File: src/rtl/rx_fifo.sv
// Receive byte FIFO with rising-edge capture of rx_done_tick and show-ahead read port.
// Optional sticky overrun flag enabled by defining RX_FIFO_OVF_EN.
module rx_fifo #(
    parameter int NBIT_DATA  = 8,
    parameter int DEPTH_LOG2 = 3
) (
    input  logic                  clk,
    input  logic                  rst_n,
    input  logic                  rx_done_tick,
    input  logic [NBIT_DATA-1:0]  data_in,
    input  logic                  rd_en,
    output logic [NBIT_DATA-1:0]  data_out,
    output logic                  empty,
    output logic                  full,
    output logic [DEPTH_LOG2:0]   count,
    output logic                  ovf,
    input  logic                  ovf_clr
);

    localparam int                     DEPTH   = 1 << DEPTH_LOG2;
    localparam logic [DEPTH_LOG2:0]    CNT_MAX = {1'b1, {DEPTH_LOG2{1'b0}}};
    localparam logic [DEPTH_LOG2:0]    CNT_ONE = {{DEPTH_LOG2{1'b0}}, 1'b1};
    localparam logic [DEPTH_LOG2-1:0]  PTR_ONE = {{(DEPTH_LOG2-1){1'b0}}, 1'b1};

    logic [NBIT_DATA-1:0]  r_mem [DEPTH];
    logic [DEPTH_LOG2-1:0] r_wr_ptr;
    logic [DEPTH_LOG2-1:0] r_rd_ptr;
    logic [DEPTH_LOG2:0]   r_count;
    logic                  r_tick_q;
    logic                  r_armed;

    logic w_wev;
    logic w_pop;
    logic w_wr;
    logic w_drop;

    // r_armed blocks a capture when the tick is already high as reset releases
    assign w_wev  = rx_done_tick & ~r_tick_q & r_armed;
    assign w_pop  = rd_en & ~empty;
    assign w_wr   = w_wev & (~full | w_pop);
    assign w_drop = w_wev & full & ~w_pop;

    assign empty    = (r_count == '0);
    assign full     = (r_count == CNT_MAX);
    assign count    = r_count;
    assign data_out = empty ? '0 : r_mem[r_rd_ptr];

    always_ff @(posedge clk or negedge rst_n) begin
        if (!rst_n) begin
            r_tick_q <= 1'b0;
            r_armed  <= 1'b0;
        end else begin
            r_tick_q <= rx_done_tick;
            if (!rx_done_tick)
                r_armed <= 1'b1;
        end
    end

    always_ff @(posedge clk) begin
        if (w_wr)
            r_mem[r_wr_ptr] <= data_in;
    end

    always_ff @(posedge clk or negedge rst_n) begin
        if (!rst_n) begin
            r_wr_ptr <= '0;
            r_rd_ptr <= '0;
            r_count  <= '0;
        end else begin
            if (w_wr)
                r_wr_ptr <= r_wr_ptr + PTR_ONE;
            if (w_pop)
                r_rd_ptr <= r_rd_ptr + PTR_ONE;
            unique case ({w_wr, w_pop})
                2'b10:   r_count <= r_count + CNT_ONE;
                2'b01:   r_count <= r_count - CNT_ONE;
                default: r_count <= r_count;
            endcase
        end
    end

`ifdef RX_FIFO_OVF_EN
    logic r_ovf;

    // a drop in the same cycle as a clear leaves the flag set
    always_ff @(posedge clk or negedge rst_n) begin
        if (!rst_n)
            r_ovf <= 1'b0;
        else if (w_drop)
            r_ovf <= 1'b1;
        else if (ovf_clr)
            r_ovf <= 1'b0;
    end

    assign ovf = r_ovf;
`else
    logic w_unused;

    assign w_unused = ovf_clr ^ w_drop;
    assign ovf      = 1'b0;
`endif

endmodule

File: config.mk
export PLATFORM = sky130hd
export DESIGN_NAME = rx_fifo
export DESIGN_NICKNAME = d
export VERILOG_FILES = /design/src/rtl/rx_fifo.sv
export SDC_FILE = /design/constraint.sdc
export NUM_CORES = 1
export LEC_CHECK = 0
export ABC_AREA = 1
export BUFFER_PORTS_ARGS = -buffer_cell sky130_fd_sc_hd__buf_2
export CAP_MARGIN = 20
export CORE_MARGIN = 10
export CORE_UTILIZATION = 58
export DETAILED_ROUTE_END_ITERATION = 16
export PLACE_DENSITY = 0.78
export SETUP_SLACK_MARGIN = 0.4
export SLEW_MARGIN = 10
export SYNTH_ARGS = -nofsm -noshare
export SYNTH_HDL_FRONTEND = slang
export SYNTH_SLANG_ARGS = --single-unit
File: constraint.sdc
create_clock -name clk -period 2.4 [get_ports clk]
set_clock_uncertainty 0.2 [all_clocks]
set_input_delay 0.24 -clock clk [delete_from_list [all_inputs] [get_ports clk]]
set_output_delay 0.24 -clock clk [all_outputs]
set_load 0.005 [all_outputs]
Word level (Yosys, flattened, before mapping). Memories as Yosys holds them, arrays and structs flattened. Index checks and enable logic that the tools add are counted.

$add $sub $neg: 4. Multiply operators: 0. Div/mod/pow operators: 0. $lt $le $gt $ge: 0. Equal/unequal tests: 3. Shift-type cells: 0. Multiplexer cells: 4. Bitwise logic cells: 8. Reductions and logical operators: 2.

Operators by type and width (count): $mux 8 (1); $pmux 4 s2 (1); $add 3x1->3 const B (2); $add 4x1->4 const B (1); $and 1x1->1 (4); $eq 4x4->1 const B (1); $logic_not 4->1 (1); $sub 4x1->4 const B (1); $not 1->1 (3); $eq 2x1->1 const B (1); $eq 2x2->1 const B (1); $mux 1 (2); $reduce_bool 2->1 (1); $or 1x1->1 (1).

Flip-flop bits (word level): 12. Latch bits: 0. Memory bits (writable): 64. Memory bits (read-only): 0. Bits of input ports: 13. Output and inout bits: 15. Logic and storage cells: 27. Memories kept: 1.

Memory list: r_mem (depth 8, bits a word 8, rd ports 1, clocked after Yosys merged registers in 0, wr ports 1, RTL line 25) `logic [NBIT_DATA-1:0] r_mem [DEPTH];`.

Depth between registers and ports, before layout.
Depth in word-level cells: 7. Depth in mapped cells: 13. Gate-level depth less buffers: 13.

Worst setup path after synthesis. No wires, ideal clock.

Kind: reg2reg. From: register r_count[1], in the netlist count[1]. To: register r_count[2], in the netlist count[2]. Library setup time: 82 ps. Data arrival time: 1795 ps. Required time: 2118 ps. Setup slack: 323 ps. Stages on the path, launching flop included: 13. Buffers on the path: 0. Period minus slack after synthesis: 2077 ps. Path through: dfrtp_1 -> nor2_4 -> nand3_4 -> nand2_2 -> inv_2 -> ha_1 -> nand2_1 -> inv_1 -> nor2_2 -> ha_1 -> a21oi_1 -> or2_1 -> a31oi_1.

Cells in the longest elaborated chain, start to end: 7. Elaborated cells between the ends (all ways): 13. Classes of those cells: add/sub (2); eq/ne (3); mux (1); bitwise (5); reduce/logical (2).

Ends and longest elaborated chain: from (decl) (RTL line 28) `logic [DEPTH_LOG2:0] r_count;`; from (signal assigned) (RTL line 75) `2'b10: r_count <= r_count + CNT_ONE;`; from (signal assigned) (RTL line 76) `2'b01: r_count <= r_count - CNT_ONE;`; from (signal assigned) (RTL line 77) `default: r_count <= r_count;`; $logic_not 4->1 * (RTL line 43) `assign empty = (r_count == '0);`; $not 1->1 * (RTL line 39) `assign w_pop = rd_en & ~empty;`; $and 1x1->1 * (RTL line 39); named net w_pop (RTL line 33) `logic w_pop;`; $or 1x1->1 (RTL line 40) `assign w_wr = w_wev & (~full | w_pop);`; $and 1x1->1 (RTL line 40); $eq 2x1->1 / $eq 2x2->1 (equally long branches) (RTL line 74) `unique case ({w_wr, w_pop})`; $pmux 4 s2 / $reduce_bool 2->1 (equally long branches).

The timed path passes the listed nets; every way through them passes the cells marked *. A chain may end at the register's enable or synchronous reset.

Final worst setup path.
From: register r_rd_ptr[0]. To: output data_out[3].

Cells in the longest elaborated chain, start to end: 2.

Ends and longest elaborated chain: from (decl) (RTL line 27) `logic [DEPTH_LOG2-1:0] r_rd_ptr;`; from (signal assigned) (RTL line 73) `r_rd_ptr <= r_rd_ptr + PTR_ONE;`; $mem_v2 8x8; $mux 8 (RTL line 46) `assign data_out = empty ? '0 : r_mem[r_rd_ptr];`; to (decl) (RTL line 12) `output logic [NBIT_DATA-1:0] data_out,`.

Every way passes these cells.

==> summary.txt <==
Placed design
  • DPL Wire Length: a little over 4000 µm
  • I/O Buffers: 25
  • Gp weighted congestion: slightly above 0.8

Setup path
  • CP peak stage delay: approximately 0.48 ns
  • Setup crit end kind: output port
  • CP delay by family, top: flip-flops
  • Critical path launch point type: flop
  • CP most frequent cell: nor2_1
  • Reg2reg start: count[0]
  • RR Endpoint: count[2]
  • Reg2Reg Setup Slack: roughly 0.36 ns
  • Data required time of the worst path: between 1.5 and 2 ns
  • Slowest cell on the critical path: dfrtp_2
  • WP buf/inv: 3
  • WP data arrival: about 1.7 ns
  • Max Fanout on Critical Path: 9
  • Crit Path Class: flop to output port
  • Crit-path cells: buf_12 > buf_12 > nor2_1 > nor2_1 > o21ai_1 > o211ai_1 > nand2_1 > nor2_1 > buf_2
  • R2R depth: 12

Detailed routing
  • Routed length per instance: approximately 17 µm
  • Drt first-iter violations: 236
  • Drt pass-1 iters: 7
  • Via total after detailed routing: 2,297
  • DR vias/cell: about 5.5
  • Residual DRC: 0
  • Post-DRT Antenna Nets: 0
  • Wirelength, routed: 7284 µm

Timing
  • Slew @ Worst Pin: between 0.6 and 0.7 ns
  • Minimum clock period: roughly 2.2 ns
  • Count of final max-slew check failures: 0
  • RSZ-0062 raised after global routing: true
  • Final Cycle Share: between 90% and 100%
  • Setup TNS: 0 ns
  • Relative slew slack: between 50% and 60%
  • Final Hold Fails: 0
  • Setup-failing EPs final: 0
  • Fmax achieved: between 400 and 500 MHz

Die
  • Row cnt: 27
  • Core Area: about 5500 µm²
  • Die ar.: 9138 µm²
  • Die height: 95.60 µm
  • IO Count: 28
  • Initial Util: between 50 and 60%
  • Die X: around 96 µm

CTS
  • CTS sink count: 76
  • Clock buffer count from CTS: 9
  • Longest Clk Path Bufs: 2
  • Clock-pin transition on the worst setup and hold timing paths: 0.08 ns
  • H-tree depth: 3
  • CTS Root Cell: clkbuf_8
  • Clk Latency, worst-skew pair: 0.34 ns
  • CTS tree: done

Power and ir drop
  • Lkg Pwr: roughly 0.0016 µW
  • VDD IR max: approximately 0.00080 V
  • Pwr Total: around 4800 µW
  • PD cells: roughly 1200 nW/µm²

Logic synthesis
  • Gate Count Post-Synth: 280
  • Syn. warnings: 0
  • Top-count cell post-synth: edfxtp_1
  • Cell Area, Synth: 3314 µm²
  • Synth unique cells: 33
  • Synth top area share: ~58%
  • Top area cells in the synthesized netlist: edfxtp_1 58%, dfrtp_1 9.1%, nor2_1 6.5%, o21ai_1 4.4%, nand2_1 3.7%
  • Synth Register Bits: 76
  • Post-synth EDFFs: 64
  • Sequential fraction of the synthesis area: around two thirds
  • Commonest cells post-synth: 64 x edfxtp_1, 57 x nor2_1, 33 x nand2_1
  • Mapped Nets: ~300
  • Ys async rst share: 15.79%
  • Avg Inst Size Synth: around 12 µm²
  • Ys flop type: edfxtp_1
  • Post-synth top area cell: edfxtp_1

GRT
  • Grt total ovfl: 0
  • Initial antenna violation count: 0
  • Number of global-route vias before repair: roughly 2,000
  • First-pass GRT wire length: between 10,000 and 15,000 µm
  • Tot GR Track Use: 15.24%
  • Largest net degree at the start of global routing: 34

Cells and area
  • Filler cell count: roughly 350
  • Antenna cell count: 0
  • Final net count: 359
  • Layout cell share with drive strength beyond 1: roughly a third
  • Area growth, synth to finish: 23.59%

Hold path
  • Hold Path Class: input pin to async pin

Outcome
  • Outcome: completed

Job
  • Maxcap violations: 0
## logic make-up (layout without fill, tap and decap cells)
kind of cell / after synthesis / count (layout) / share of synthesized area [%]
AO/OA/AOI/OAI: 53 / 53 / 9.211
XOR/XNOR: 5 / 5 / 1.321
adder cells (fa/ha/maj): 5 / 5 / 1.888
buffers and inverters: 28 / 94 / 4.756
flip-flops: 76 / 76 / 67.04
other: 1 / 1 / 0.1131
AND/OR/NAND/NOR: 112 / 112 / 15.67
## layer usage
metal	up-vias	part of all wire (%)	global-route usage (%)
met5	-	0	0
met4	0	0.86	5.774
met3	8	8.2	4.870
met2	97	50	23.48
met1	1103	41	19.68
li1	1089	-	-
## sequential cells by signal, indices dropped and copies added, names as in the netlist
register	count
r_mem	64
count	4
r_rd_ptr	3
r_wr_ptr	3
r_armed	1
r_tick_q	1
## worst max path at each step
stage	from	endpoint	slack, ns	cells past startpoint
2_1_floorplan	count[0]	count[2]	0.40	12
3_3_place_gp	count[0]	count[2]	0.27	12
3_5_place_dp	count[0]	count[2]	0.22	12
4_1_cts	r_rd_ptr[0]	data_out[2]	0.28	6
5_1_grt	r_rd_ptr[0]	data_out[3]	0.12	9
6_report	r_rd_ptr[0]	data_out[3]	0.22	9
## power by group
group / total [µW] / internal (µW) / switching [µW]
Combinational: 2070 / 921 / 1150
Clock: 975 / 486 / 490
Sequential: 1790 / 1590 / 198
Total: 4840 / 3000 / 1840
## cell type report
type | count | area [µm²] | share of cell area, %
Sequential cell | 76 | 2228 | 54.40
Multi-Input combinational cell | 176 | 1017 | 24.83
Timing Repair Buffer | 61 | 478.0 | 11.67
Clock buffer | 9 | 123.9 | 3.024
Tap cell | 72 | 90.09 | 2.199
Inverter | 17 | 83.83 | 2.046
Clock inverter | 7 | 75.07 | 1.833
## cell usage in the layout (no fill, tap or decap), types with 5 or more instances in the layout
cell,instances
buf_2,25
buf_4,20
clkbuf_8,9
dfrtp_1,7
dfrtp_2,5
dlygate4sd3_1,10
edfxtp_1,64
inv_1,9
nand2_1,30
nor2_1,53
nor2_2,9
nor2_4,6
o211ai_1,7
o21ai_1,30
o22ai_1,6
## timing repair
item,CTS,global route
buffers inserted,9,12
hold endpoints to repair,78,0
setup endpoints to repair,42,39
gates cloned,0,2
gates resized for setup,13,26
pin swaps,4,18
hold buffers,10,0
## metrics by stage
stage | area [µm²] | worst slack, ns | utilization [%] | instances | hold WS, ns
5_1_grt | 4096 | 0.1168 | 73.94 | 418 | 0.1069
3_3_place_gp | 3476 | 0.2654 | 62.74 | 369 | -0.06721
6_report | 4096 | 0.2240 | 73.94 | 418 | 0.1036
2_1_floorplan | 3329 | 0.3984 | - | 280 | -0.2556
3_5_place_dp | 3476 | 0.2242 | 62.74 | 369 | -0.06421
4_1_cts | 3876 | 0.2767 | 69.96 | 404 | 0.03801
(Power assumes the default switching activity.)
